--- src/rtl/miner_comm_pkg.sv ---
// Shared definitions for the miner host-communication path: nonce width,
// the empty-read sentinel and a constant-foldable clog2.
package miner_comm_pkg;

  localparam int unsigned NONCE_W = 32;
  localparam logic [NONCE_W-1:0] EMPTY_NONCE = 32'hFFFF_FFFF;

  function automatic int unsigned clog2(input int unsigned v);
    int unsigned r;
    r = 0;
    for (int unsigned i = 0; i < 32; i++) begin
      if ((32'd1 << i) < v) r = i + 1;
    end
    return r;
  endfunction

endpackage

--- src/rtl/nonce_sync_fifo.sv ---
// Single-clock FIFO with synchronous flush; occupancy is tracked separately
// from the wrapping pointers so full and empty need no extra pointer bit.
module nonce_sync_fifo
  import miner_comm_pkg::*;
#(
  parameter int unsigned DEPTH = 8,
  parameter int unsigned W     = NONCE_W
) (
  input  logic                     hash_clk,
  input  logic                     reset,
  input  logic                     flush,
  input  logic                     push,
  input  logic [W-1:0]             push_data,
  input  logic                     pop,
  output logic [W-1:0]             head,
  output logic                     full,
  output logic                     empty,
  output logic [clog2(DEPTH):0]    count
);

  localparam int unsigned AW = clog2(DEPTH);
  localparam logic [AW-1:0] PTR_ONE = 1;
  localparam logic [AW:0]   CNT_ONE = 1;
  localparam logic [AW:0]   CNT_MAX = (AW+1)'(DEPTH);

  logic [W-1:0]  mem_q [DEPTH];
  logic [W-1:0]  mem_d [DEPTH];
  logic [AW-1:0] wr_ptr_q, wr_ptr_d;
  logic [AW-1:0] rd_ptr_q, rd_ptr_d;
  logic [AW:0]   count_q, count_d;
  logic          do_push, do_pop;

  assign full  = (count_q == CNT_MAX);
  assign empty = (count_q == '0);
  assign count = count_q;
  assign head  = mem_q[rd_ptr_q];

  always_comb begin
    do_pop   = pop && !empty;
    do_push  = push && (!full || do_pop);
    mem_d    = mem_q;
    wr_ptr_d = wr_ptr_q;
    rd_ptr_d = rd_ptr_q;
    count_d  = count_q;
    if (flush) begin
      wr_ptr_d = '0;
      rd_ptr_d = '0;
      count_d  = '0;
    end else begin
      if (do_push) begin
        mem_d[wr_ptr_q] = push_data;
        wr_ptr_d        = wr_ptr_q + PTR_ONE;
      end
      if (do_pop) rd_ptr_d = rd_ptr_q + PTR_ONE;
      if (do_push && !do_pop)      count_d = count_q + CNT_ONE;
      else if (do_pop && !do_push) count_d = count_q - CNT_ONE;
    end
  end

  always_ff @(posedge hash_clk) begin
    if (reset) begin
      wr_ptr_q <= '0;
      rd_ptr_q <= '0;
      count_q  <= '0;
    end else begin
      wr_ptr_q <= wr_ptr_d;
      rd_ptr_q <= rd_ptr_d;
      count_q  <= count_d;
    end
  end

  // Storage needs no reset: entries are only visible once counted in.
  always_ff @(posedge hash_clk) begin
    mem_q <= mem_d;
  end

endmodule

--- src/rtl/golden_nonce_reporter.sv ---
// Queues golden nonces from the hasher, drops back-to-back duplicates and
// serves them to the host with a 1-cycle read response and empty sentinel.
module golden_nonce_reporter
  import miner_comm_pkg::*;
#(
  parameter int unsigned        DEPTH       = 8,
  parameter logic [NONCE_W-1:0] EMPTY_VALUE = EMPTY_NONCE,
  parameter int unsigned        OVF_W       = 8
) (
  input  logic                  hash_clk,
  input  logic                  reset,
  input  logic                  rx_new_nonce,
  input  logic [NONCE_W-1:0]    rx_golden_nonce,
  input  logic                  rx_new_work,
  input  logic                  rd_req,
  output logic                  rd_valid,
  output logic [NONCE_W-1:0]    rd_data,
  output logic                  rd_empty,
  output logic [clog2(DEPTH):0] fill_level,
  output logic [OVF_W-1:0]      overflow_count
);

  localparam logic [OVF_W-1:0] OVF_ONE = 1;

  logic [NONCE_W-1:0] last_nonce_q, last_nonce_d;
  logic               last_valid_q, last_valid_d;
  logic [OVF_W-1:0]   ovf_q, ovf_d;
  logic               rd_valid_q, rd_valid_d;
  logic [NONCE_W-1:0] rd_data_q, rd_data_d;
  logic               rd_empty_q, rd_empty_d;

  logic               fifo_push, fifo_pop;
  logic               fifo_full, fifo_empty;
  logic [NONCE_W-1:0] fifo_head;
  logic               is_dup, accept;

  nonce_sync_fifo #(.DEPTH(DEPTH), .W(NONCE_W)) u_fifo (
    .hash_clk  (hash_clk),
    .reset     (reset),
    .flush     (rx_new_work),
    .push      (fifo_push),
    .push_data (rx_golden_nonce),
    .pop       (fifo_pop),
    .head      (fifo_head),
    .full      (fifo_full),
    .empty     (fifo_empty),
    .count     (fill_level)
  );

  always_comb begin
    is_dup       = last_valid_q && (last_nonce_q == rx_golden_nonce);
    accept       = rx_new_nonce && !is_dup;
    fifo_pop     = rd_req && !fifo_empty && !rx_new_work;
    fifo_push    = accept && !rx_new_work;
    last_nonce_d = last_nonce_q;
    last_valid_d = last_valid_q;
    ovf_d        = ovf_q;
    rd_valid_d   = rd_req;
    rd_data_d    = rd_data_q;
    rd_empty_d   = rd_empty_q;

    if (rx_new_work) begin
      last_valid_d = 1'b0;
      ovf_d        = '0;
    end else if (accept) begin
      last_nonce_d = rx_golden_nonce;
      last_valid_d = 1'b1;
      if (fifo_full && !fifo_pop && ovf_q != '1) ovf_d = ovf_q + OVF_ONE;
    end

    // Pop is suppressed on a flush cycle, so that read reports empty.
    if (rd_req) begin
      if (fifo_pop) begin
        rd_data_d  = fifo_head;
        rd_empty_d = 1'b0;
      end else begin
        rd_data_d  = EMPTY_VALUE;
        rd_empty_d = 1'b1;
      end
    end
  end

  always_ff @(posedge hash_clk) begin
    if (reset) begin
      last_nonce_q <= '0;
      last_valid_q <= 1'b0;
      ovf_q        <= '0;
      rd_valid_q   <= 1'b0;
      rd_data_q    <= EMPTY_VALUE;
      rd_empty_q   <= 1'b1;
    end else begin
      last_nonce_q <= last_nonce_d;
      last_valid_q <= last_valid_d;
      ovf_q        <= ovf_d;
      rd_valid_q   <= rd_valid_d;
      rd_data_q    <= rd_data_d;
      rd_empty_q   <= rd_empty_d;
    end
  end

  assign rd_valid       = rd_valid_q;
  assign rd_data        = rd_data_q;
  assign rd_empty       = rd_empty_q;
  assign overflow_count = ovf_q;

endmodule

--- config.mk ---
export PLATFORM = sky130hd
export DESIGN_NAME = golden_nonce_reporter
export DESIGN_NICKNAME = d
export VERILOG_FILES = /design/src/rtl/miner_comm_pkg.sv /design/src/rtl/nonce_sync_fifo.sv /design/src/rtl/golden_nonce_reporter.sv
export SDC_FILE = /design/constraint.sdc
export NUM_CORES = 1
export LEC_CHECK = 0
export CAP_MARGIN = 20
export CORE_ASPECT_RATIO = 1.5
export CORE_MARGIN = 2
export CORE_UTILIZATION = 42
export CTS_BUF_LIST = sky130_fd_sc_hd__clkbuf_2
export CTS_CLUSTER_SIZE = 28
export DETAILED_ROUTE_END_ITERATION = 8
export SYNTH_ARGS = -nofsm -noshare
export SYNTH_HDL_FRONTEND = slang
export SYNTH_HIERARCHICAL = 1
export SYNTH_SLANG_ARGS = --single-unit
--- constraint.sdc ---
create_clock -name hash_clk -period 10.3 [get_ports hash_clk]
set_input_delay 3.09 -clock hash_clk [delete_from_list [all_inputs] [get_ports hash_clk]]
set_output_delay 3.09 -clock hash_clk [all_outputs]
set_load 0.005 [all_outputs]
==> results by group, run 1 <==
Floorplanning
  – Core ar.: 0.0316 mm2
  – Chip Height: 223 um
  – Initial Util: 0.424
  – I/O pins: 83
  – FP Rows: 80
  – Die ar.: 0.0334 mm2
  – Die X: 150 um

Finish
  – Fraction of layout cells with a size suffix above 1: 0.270
  – Area occupied by multi-input gates: 0.00383 mm2
  – Sequential cell area: 0.00939 mm2
  – Fin nets: 956
  – Layout Utilization: 0.487
  – Synth-to-Final Area Change: 14.9%
  – Filler cells: 2,847

Global route
  – Vias in the first global route: 7,646
  – Largest net degree at the start of global routing: 71
  – GRT overflow: 0
  – Total Routing Usage GR: 0.175
  – Global-route wire length before repair: 43.4 mm
  – Initial antenna violation count: 1

Clock tree
  – CTS buffer count: 78
  – CTS root buffer: clkbuf_2
  – Max Root-Sink Buffers: 3
  – H-tree depth: 3
  – Post-CTS sizing: 0
  – CTS tree: done
  – Reg clk slew, reported paths: 0.10 ns
  – Hold buffer count at CTS: 0
  – CTS sink count: 341
  – Worst-Skew Late Latency: 0.95 ns
  – Setup Buffers After CTS: 0

Logic synthesis
  – Mapped Area: 0.0134 mm2
  – Mean Syn Cell Area: 17.4 um2
  – Top-count cell post-synth: edfxtp_1
  – Most used flip-flop cell after synthesis: edfxtp_1
  – Synthesized Nets: 815
  – Post-Syn Instances: 771
  – Synth top area share: 0.573
  – FFs w/ async S/R, synth: 0
  – Yosys warning count: 6
  – Yosys top cell by area: edfxtp_1
  – Cell variety after synth: 46
  – EDFF count, synth: 256
  – Synth top cells by count: edfxtp_1 (256), dfxtp_1 (85), mux4_2 (64)
  – Top post-synthesis cells by area: edfxtp_1 (57%), dfxtp_1 (13%), mux4_2 (11%)
  – Yosys reg bits: 341
  – Sequential area share after synthesis: 0.700

Drt
  – Post-route ant nets: 0
  – WL final: 28.2 mm
  – Detailed Route Iter0 Violations: 323
  – Vias/cell: 5.24
  – Routed wire per std cell: 20.4 um
  – Pre-Repair DR Iteration Count: 4
  – DRC viols: 0
  – Via count: 7,260

Power
  – Worst VDD drop: 54.9 uV
  – P per Cell Area: 158 mW/mm2
  – LEAKAGE: 4.98 nW
  – Design Power: 2.43 mW

Worst setup path
  – Crit Path Max Fanout: 10
  – Crit Path Class: primary input to register
  – Arr. time, crit path: 6.38 ns
  – Setup crit start kind: primary input
  – Worst setup EP type: register
  – Required @ worst endpoint: 11.15 ns

STA
  – Tightest Pin Transition: 1.06 ns
  – Final setup fails: 0
  – Final Cycle Share: 0.537
  – Final hold vios: 0
  – Skew final: 0.0622 ns
  – Rel. slew slack: 0.293
  – Setup TNS: 0 ns
  – RSZ-0062 raised after global routing: no
  – Final Max Slew Viols: 0
  – Fin crit period: 5.53 ns
  – Fmax: 181 MHz

Min path
  – Hold WC Path Type: register to register

Placed design
  – Port Buffers: 82
  – Routability cong.: 0.743
  – Post-DP HPWL: 16.5 mm

Outcome
  – Outcome: complete, no violations

Job
  – Maxcap violations: 0
critical path: stages:
cell	delay (ns)
clkdlybuf4s50_1	0.61
xnor2_1	0.41
nand4_1	0.16
nor4_2	0.37
a31oi_4	0.16
o21ai_4	0.14
inv_2	0.11
ha_1	0.22
inv_1	0.13
ha_1	0.28
a21oi_1	0.19
nand3_1	0.13
a211oi_1	0.25
a31o_1	0.12
power breakdown:
part / internal, mW / switching, mW
Clock: 0.314 / 0.507
Sequential: 1.49 / 0.00884
Combinational: 0.0522 / 0.0652
logic make-up (layout without fill, tap and decap cells):
group	count (synthesis)	after routing	synth area share
flops	341	341	0.700
other cells	0	1	0
mux	130	130	0.160
xor+xnor	38	38	0.0254
simple gates	151	151	0.0602
compound gates	58	58	0.0296
fa+ha+maj	7	7	0.00709
buf+inv	46	249	0.0185
routing by layer:
metal,track usage,wire length (um),share of wire
met2,0.311,15100,0.54
met3,0.0374,1070,0.038
met4,0.0721,617,0.022
met1,0.203,11400,0.40
met5,0,0,0
area by class of cell:
type                            instances  area share
Antenna cell                            1    0.000162
Clock buffer                          123      0.0399
Clock inverter                         19     0.00503
Inverter                                6     0.00146
Multi-Input combinational cell        384       0.249
Sequential cell                       341       0.609
Tap cell                              410      0.0333
Timing Repair Buffer                  101      0.0622
path summary, 6_finish.rpt:
check	startpoint	cells past startpoint	endpoint	slack [ns]
max	rx_golden_nonce[8]	14	u_fifo/count[3]	4.77
min	rd_data[23]	2	rd_data[23]	0.49
min reg2reg	rd_data[23]	2	rd_data[23]	0.49
max reg2reg	last_nonce_q[8]	13	u_fifo/count[3]	7.30
through the flow:
step | instances | setup WS (ns) | instance area, um2 | hold slack (ns)
after floorplan | 771 | 2.44 | 13400 | 0.459
after global placement | 1242 | 3.92 | 14700 | 0.466
after detailed placement | 1242 | 3.84 | 14700 | 0.469
after CTS | 1384 | 4.85 | 15400 | 0.498
after global routing | 1385 | 4.49 | 15400 | 0.529
final | 1385 | 4.77 | 15400 | 0.492
state kept, by name, indices dropped and copies added, names as in the netlist:
signal	count
overflow_count	8
last_nonce_q	32
u_fifo/count	4
u_fifo/rd_ptr_q	3
u_fifo/mem_q	256
last_valid_q	1
u_fifo/wr_ptr_q	3
rd_valid	1
rd_data	32
rd_empty	1
placed cells by master, fill, tap and decap left out, types with 3 or more instances in the layout:
master             n
a21oi_1            8
and4_1             3
buf_4             19
clkbuf_2         123
clkdlybuf4s50_1   81
clkinv_1          15
dfxtp_1           83
edfxtp_1         256
ha_1               6
inv_1              5
mux2_2            32
mux2i_1           34
mux4_2            64
nand2_1           11
nand2b_1          34
nand3_1            4
nand4_1           19
nor2_1            51
nor2_4             3
nor3_2             3
nor4_2             3
o211ai_1           4
o21ai_0            5
o22ai_1           32
o31ai_1            3
or3_1              5
xnor2_1           33
xor2_1             4
Power figures use the tool's default switching activity.
==> run 2: changes to the inputs <==
==> constraint.sdc (replaced) <==
create_clock -name hash_clk -period 5.1 [get_ports hash_clk]
set_input_delay 1.53 -clock hash_clk [delete_from_list [all_inputs] [get_ports hash_clk]]
set_output_delay 1.53 -clock hash_clk [all_outputs]
set_load 0.005 [all_outputs]
==> run 2 against run 1 <==
Against the previous run:
- global-route usage grew 1.1 points
- critical path depth is the same
- via count grew 2.4%
- setup slack lost 3.6 ns
- count of clock-buffer cells in the layout grew 1
- cell count grew 1.7%
- sequential share of layout area shrank 0.89 points
- clock skew shrank 0.0066 ns
- critical endpoint unchanged
- highest routed layer unchanged
==> results by group, run 2 (same netlist as run 1, synthesis figures left out) <==
Global route
  – Total Routing Usage GR: 0.186 (+0.0111)
  – Largest net degree at the start of global routing: 56 (-21%)
  – Initial antenna violation count: 1 (unchanged)
  – Vias in the first global route: 7,860 (+2.8%)
  – Global-route wire length before repair: 45.6 mm (+5.2%)
  – GRT overflow: 0 (unchanged)

Worst setup path
  – Critical path depth in cells: 14 (unchanged)
  – Reg2reg start: last_nonce_q[29]
  – FF-to-FF setup slack: 2.04 ns (-5.26 ns)
  – Crit Path Class: primary input to register
  – WP buf/inv: 3 (unchanged)
  – Most frequent CP cell: ha_1
  – Crit-path cells: clkdlybuf4s50_1 -> xnor2_1 -> nand4_1 -> nor4_2 -> a31oi_4 -> o21ai_4 -> inv_2 -> ha_1 -> inv_1 -> ha_1 -> a21oi_1 -> nand3_1 -> a211oi_1 -> a31o_1
  – Arr. time, crit path: 4.76 ns (-1.62 ns)
  – Top delay family on crit path: compound AO/OA/AOI/OAI gates
  – Slowest CP cell: clkdlybuf4s50_1
  – Required @ worst endpoint: 5.96 ns (-5.19 ns)
  – CP max stage delay: 0.59 ns (-0.02 ns)
  – R2R depth: 13 (unchanged)
  – Worst setup EP type: register
  – Crit Path Max Fanout: 10 (unchanged)
  – Setup crit start kind: primary input
  – Worst r2r dst: u_fifo/count[3]

Floorplanning
  – I/O pins: 83 (unchanged)
  – Chip Height: 223 um (unchanged)
  – Core ar.: 0.0316 mm2 (unchanged)
  – Die ar.: 0.0334 mm2 (unchanged)
  – FP Rows: 80 (unchanged)
  – Die X: 150 um (unchanged)
  – Initial Util: 0.424 (unchanged)

Clock tree
  – CTS buffer count: 80 (+2.6%)
  – CTS root buffer: clkbuf_2
  – Post-CTS sizing: 0 (unchanged)
  – Max Root-Sink Buffers: 3 (unchanged)
  – Setup Buffers After CTS: 0 (unchanged)
  – CTS sink count: 341 (unchanged)
  – Hold buffer count at CTS: 0 (unchanged)
  – Worst-Skew Late Latency: 0.93 ns (-0.02 ns)
  – H-tree depth: 3 (unchanged)
  – Reg clk slew, reported paths: 0.11 ns (about the same)
  – CTS tree: done

STA
  – Skew final: 0.0557 ns (-0.00655 ns)
  – Final Cycle Share: 0.763
  – Fmax: 257 MHz
  – Final setup fails: 0 (unchanged)
  – RSZ-0062 raised after global routing: no
  – Worst setup margin: 1.21 ns (-3.56 ns)
  – Final Max Slew Viols: 0 (unchanged)
  – Final hold vios: 0 (unchanged)
  – Hold WS: 0.490 ns (-0.00228 ns)
  – Fin crit period: 3.89 ns
  – Rel. slew slack: 0.535 (+0.242)
  – Tightest Pin Transition: 0.696 ns (-0.363 ns)
  – Setup TNS: 0 ns (unchanged)

Placed design
  – Post-DP HPWL: 18.0 mm (+9.0%)
  – Place WS: 0.295 ns (-3.55 ns)
  – Routability cong.: 0.765 (+2.9%)
  – Port Buffers: 82 (unchanged)
  – Placed Area: 0.0149 mm2 (+1.0%)

Finish
  – Most common cell after layout, fill and taps aside: edfxtp_1
  – Fin nets: 976 (+2.1%)
  – Most frequent cells in the layout: edfxtp_1 (256), clkbuf_2 (124), dfxtp_1 (83), clkdlybuf4s50_1 (81), mux4_2 (64)
  – Fraction of layout cells with a size suffix above 1: 0.285 (+0.0145)
  – Finished Cell Area: 0.0156 mm2 (+1.5%)
  – Largest register FFs: 256 (unchanged)
  – Synth-to-Final Area Change: 16.6%
  – Most flops, register: u_fifo/mem_q
  – Filler cells: 2,826 (-0.74%)

Drt
  – Vias/cell: 5.28 (+0.68%)
  – WL final: 29.8 mm (+5.6%)
  – Via count: 7,436 (+2.4%)
  – Routed wire per std cell: 21.1 um (+3.8%)
  – Post-route ant nets: 0 (unchanged)
  – Detailed Route Iter0 Violations: 407 (+26%)
  – DRC viols: 0 (unchanged)
  – Pre-Repair DR Iteration Count: 5 (+1)

Min path
  – Hold depth: 2 (unchanged)
  – Hold WC Path Type: register to register
  – Min-Delay Startpoint: rd_data[26]
  – Worst Hold End: rd_data[26]

Power
  – P per Cell Area: 324 mW/mm2 (+110%)
  – Worst VDD drop: 125 uV (+130%)
  – LEAKAGE: 5.11 nW (+2.7%)

Outcome
  – Outcome: complete, no violations

Job
  – Maxcap violations: 0 (unchanged)
[run 2: worst max-delay path by stage]
| stage | startpoint | to | slack [ns] |
|---|---|---|---|
| after floorplan | rx_golden_nonce[30] | u_fifo/mem_q[128] | -0.03 |
| after global placement | rx_golden_nonce[29] | u_fifo/count[3] | 0.33 |
| after detailed placement | rx_golden_nonce[2] | u_fifo/count[3] | 0.29 |
| after CTS | rx_golden_nonce[31] | u_fifo/count[3] | 1.31 |
| after global routing | rx_golden_nonce[2] | u_fifo/count[3] | 1.04 |
| final | rx_golden_nonce[31] | u_fifo/count[3] | 1.21 |
[run 2: routing by layer]
| metal | share of wire | up-vias | GRT usage |
|---|---|---|---|
| met4 | 0.022 | 0 | 0.0819 |
| met2 | 0.54 | 175 | 0.327 |
| li1 | - | 3409 | - |
| met3 | 0.036 | 36 | 0.0339 |
| met1 | 0.40 | 3816 | 0.221 |
| met5 | 0 | - | 0 |
[run 2: stage by stage]
step,total power [mW],utilization,instances
floorplan,3.21,-,771
detailed placement,3.35,0.470,1260
CTS,5.16,0.495,1408
global route,5.32,0.495,1409
global placement,3.34,0.470,1260
finish,5.07,0.495,1409
[run 2: tightest hold or removal path, delay by kind of cell, from the launching register on]
kind            cells  cell delay, ns
flops               1            0.34
compound gates      1            0.07
simple gates        1            0.06
[run 2: report_power, final]
group / total [mW] / switching (mW) / internal, mW
Combinational: 0.254 / 0.140 / 0.114
Clock: 1.80 / 1.05 / 0.745
Sequential: 3.02 / 0.0180 / 3.00
[run 2: layout make-up]
class	instances	area [um2]	share of cell area
flip-flops and latches	341	9390	0.600
multi-input cells	384	3850	0.246
repair buffers	119	1090	0.0699
clock buffers	124	621	0.0397
well taps	410	513	0.0328
clock inverters	24	148	0.00944
inverters	6	22.5	0.00144
diodes	1	2.50	0.000160
==> run 3: changes to the inputs <==
==> constraint.sdc (replaced) <==
create_clock -name hash_clk -period 4.04 [get_ports hash_clk]
set_input_delay 1.212 -clock hash_clk [delete_from_list [all_inputs] [get_ports hash_clk]]
set_output_delay 1.212 -clock hash_clk [all_outputs]
set_load 0.005 [all_outputs]
==> run 3 against run 2 <==
Against the previous run:
- register-to-register slack got worse by 0.81 ns
- cell count increased by 2.9%
- count of clock-buffer cells in the layout increased by 8
- clock skew increased by 0.022 ns
- combinational power increased by 41%
- clock power increased by 32%
- non-clock buffer count increased by 39
- routed wire length decreased by 0.87%
- die area unchanged
- critical path depth unchanged
- sequential power increased by 26%
- setup slack got worse by 0.48 ns
- critical path type unchanged
==> results by group, run 3 (same netlist as run 1, synthesis figures left out) <==
Outcome
  – Outcome: complete, no violations

Placed design
  – Post-DP HPWL: 17.8 mm (-0.76%)
  – Port Buffers: 82 (unchanged)
  – Routability cong.: 0.778 (+1.8%)
  – Place WS: -0.196 ns (-0.490 ns)

Power
  – Worst VDD drop: 204 uV (+63%)
  – LEAKAGE: 5.37 nW (+5.0%)
  – Register share of total power: 0.583 (-0.013)
  – Int Pwr: 5.01 mW (+30%)
  – Switching portion of total power: 0.235 (-0.00346)
  – Design Power: 6.55 mW (+29%)
  – Power share of the clock group: 0.363 (+0.009)
  – Combinational share of power: 0.055 (+0.005)
  – NetSw: 1.54 mW (+27%)
  – P per Cell Area: 406 mW/mm2 (+25%)

Worst setup path
  – Arr. time, crit path: 4.20 ns (-0.56 ns)
  – Crit Path Max Fanout: 10 (unchanged)
  – Setup crit start kind: primary input
  – Required @ worst endpoint: 4.93 ns (-1.03 ns)
  – FF-to-FF setup slack: 1.23 ns (-0.81 ns)
  – Most frequent CP cell: ha_1
  – Worst setup EP type: register
  – Crit Path Class: primary input to register
  – Slowest CP cell: clkdlybuf4s50_1
  – Crit-path cells: clkdlybuf4s50_1 -> xnor2_1 -> nand4_1 -> nor4_2 -> a31oi_4 -> o21ai_4 -> inv_2 -> ha_1 -> inv_1 -> ha_1 -> a21oi_1 -> nand3_1 -> a211oi_1 -> a31o_1
  – CP max stage delay: 0.61 ns (+0.02 ns)

Drt
  – Met1 Wirelength: 12.1 mm (+0.83%)
  – Routed wire per std cell: 20.4 um (-3.7%)
  – Detailed Route Iter0 Violations: 373 (-8.4%)
  – Post-route ant nets: 0 (unchanged)
  – DR WL met3: 1.19 mm (+12%)
  – Highest metal used: met4
  – Via count: 7,508 (+0.97%)
  – WL final: 29.5 mm (-0.87%)
  – WL met2: 15.6 mm (-3.1%)
  – Pre-Repair DR Iteration Count: 4 (-1)
  – Vias/cell: 5.18 (-1.9%)
  – DRC viols: 0 (unchanged)

STA
  – Fin crit period: 3.31 ns
  – RSZ-0062 raised after global routing: no
  – Final Max Slew Viols: 0 (unchanged)
  – Tightest Pin Transition: 0.873 ns (+0.177 ns)
  – Final Cycle Share: 0.818
  – Rel. slew slack: 0.418 (-0.117)
  – Fmax: 302 MHz
  – Final setup fails: 0 (unchanged)
  – Skew final: 0.0779 ns (+0.0222 ns)
  – Hold WS: 0.495 ns (+0.00564 ns)
  – Worst setup margin: 0.733 ns (-0.476 ns)
  – Final hold vios: 0 (unchanged)

Floorplanning
  – Core ar.: 0.0316 mm2 (unchanged)
  – Chip Height: 223 um (unchanged)
  – Die ar.: 0.0334 mm2 (unchanged)
  – Initial Util: 0.424 (unchanged)
  – Die X: 150 um (unchanged)
  – I/O pins: 83 (unchanged)
  – FP Rows: 80 (unchanged)

Global route
  – GRT overflow: 0 (unchanged)
  – Largest net degree at the start of global routing: 57 (+1.8%)
  – Vias in the first global route: 7,805 (-0.70%)
  – Total Routing Usage GR: 0.182 (-0.00363)
  – Initial antenna violation count: 1 (unchanged)
  – Global-route wire length before repair: 45.0 mm (-1.4%)

Clock tree
  – Max Root-Sink Buffers: 3 (unchanged)
  – Worst-Skew Late Latency: 0.96 ns (+0.03 ns)
  – Setup Buffers After CTS: 0 (unchanged)
  – H-tree depth: 3 (unchanged)
  – Post-CTS sizing: 0 (unchanged)
  – Hold buffer count at CTS: 0 (unchanged)
  – CTS sink count: 341 (unchanged)
  – Reg clk slew, reported paths: 0.10 ns (about the same)
  – CTS root buffer: clkbuf_2
  – CTS buffer count: 80 (unchanged)
  – CTS tree: done

Finish
  – Fraction of layout cells with a size suffix above 1: 0.321 (+0.0359)
  – Most flops, register: u_fifo/mem_q
  – Synth-to-Final Area Change: 20.1%
  – Most common cell after layout, fill and taps aside: edfxtp_1
  – Fin nets: 1,015 (+4.0%)
  – Most frequent cells in the layout: edfxtp_1 (256), clkbuf_2 (132), dfxtp_1 (83), clkdlybuf4s50_1 (81), buf_4 (65)
  – Largest register FFs: 256 (unchanged)

Min path
  – Hold WC Path Type: register to register

Job
  – Maxcap violations: 0 (unchanged)
[run 3: worst paths after layout]
path	from	end	cells past startpoint
worst min-delay path	rd_data[4]	rd_data[4]	2
worst max-delay path	rx_golden_nonce[12]	u_fifo/count[3]	14
worst max register to register	last_nonce_q[21]	u_fifo/count[3]	13
worst min register to register	rd_data[4]	rd_data[4]	2
[run 3: power groups by stage]
| stage | combinational (mW) | clock (mW) | sequential [mW] |
|---|---|---|---|
| after floorplan | 0.160 | 0 | 3.89 |
| after global placement | 0.361 | 0 | 3.90 |
| after detailed placement | 0.365 | 0 | 3.90 |
| after CTS | 0.366 | 2.48 | 3.82 |
| after global routing | 0.389 | 2.65 | 3.82 |
| final | 0.358 | 2.38 | 3.82 |
[run 3: metrics by stage]
step                      std cells  TNS, ns  cell area [um2]  utilization
final                          1450        0            16100        0.510
after global routing           1450        0            16100        0.510
after CTS                      1449        0            16100        0.510
after detailed placement       1299   -0.314            15300        0.484
after global placement         1299   -0.206            15300        0.484
after floorplan                 771   -85.10            13400            -
[run 3: cell type report]
| cell class | count | area, um2 |
|---|---|---|
| sequential | 341 | 9390 |
| inverter | 6 | 22.5 |
| multi-input combinational | 384 | 3850 |
| clock inverter | 18 | 154 |
| antenna | 1 | 2.50 |
| clock buffer | 132 | 661 |
| fill | 2723 | 15500 |
| timing repair buffer | 158 | 1520 |
| tap | 410 | 513 |
[run 3: routing by layer]
layer	vias to the layer above	global-route usage
li1	3483	-
met1	3804	0.220
met2	176	0.316
met3	45	0.0354
met4	0	0.0806
met5	-	0
[run 3: worst max-delay path: cells and delay by family]
family	cells	cell delay, ns
AO/OA/AOI/OAI	5	0.82
XOR/XNOR	1	0.31
adder cells (fa/ha/maj)	2	0.46
buffers and inverters	3	0.76
AND/OR/NAND/NOR	3	0.64
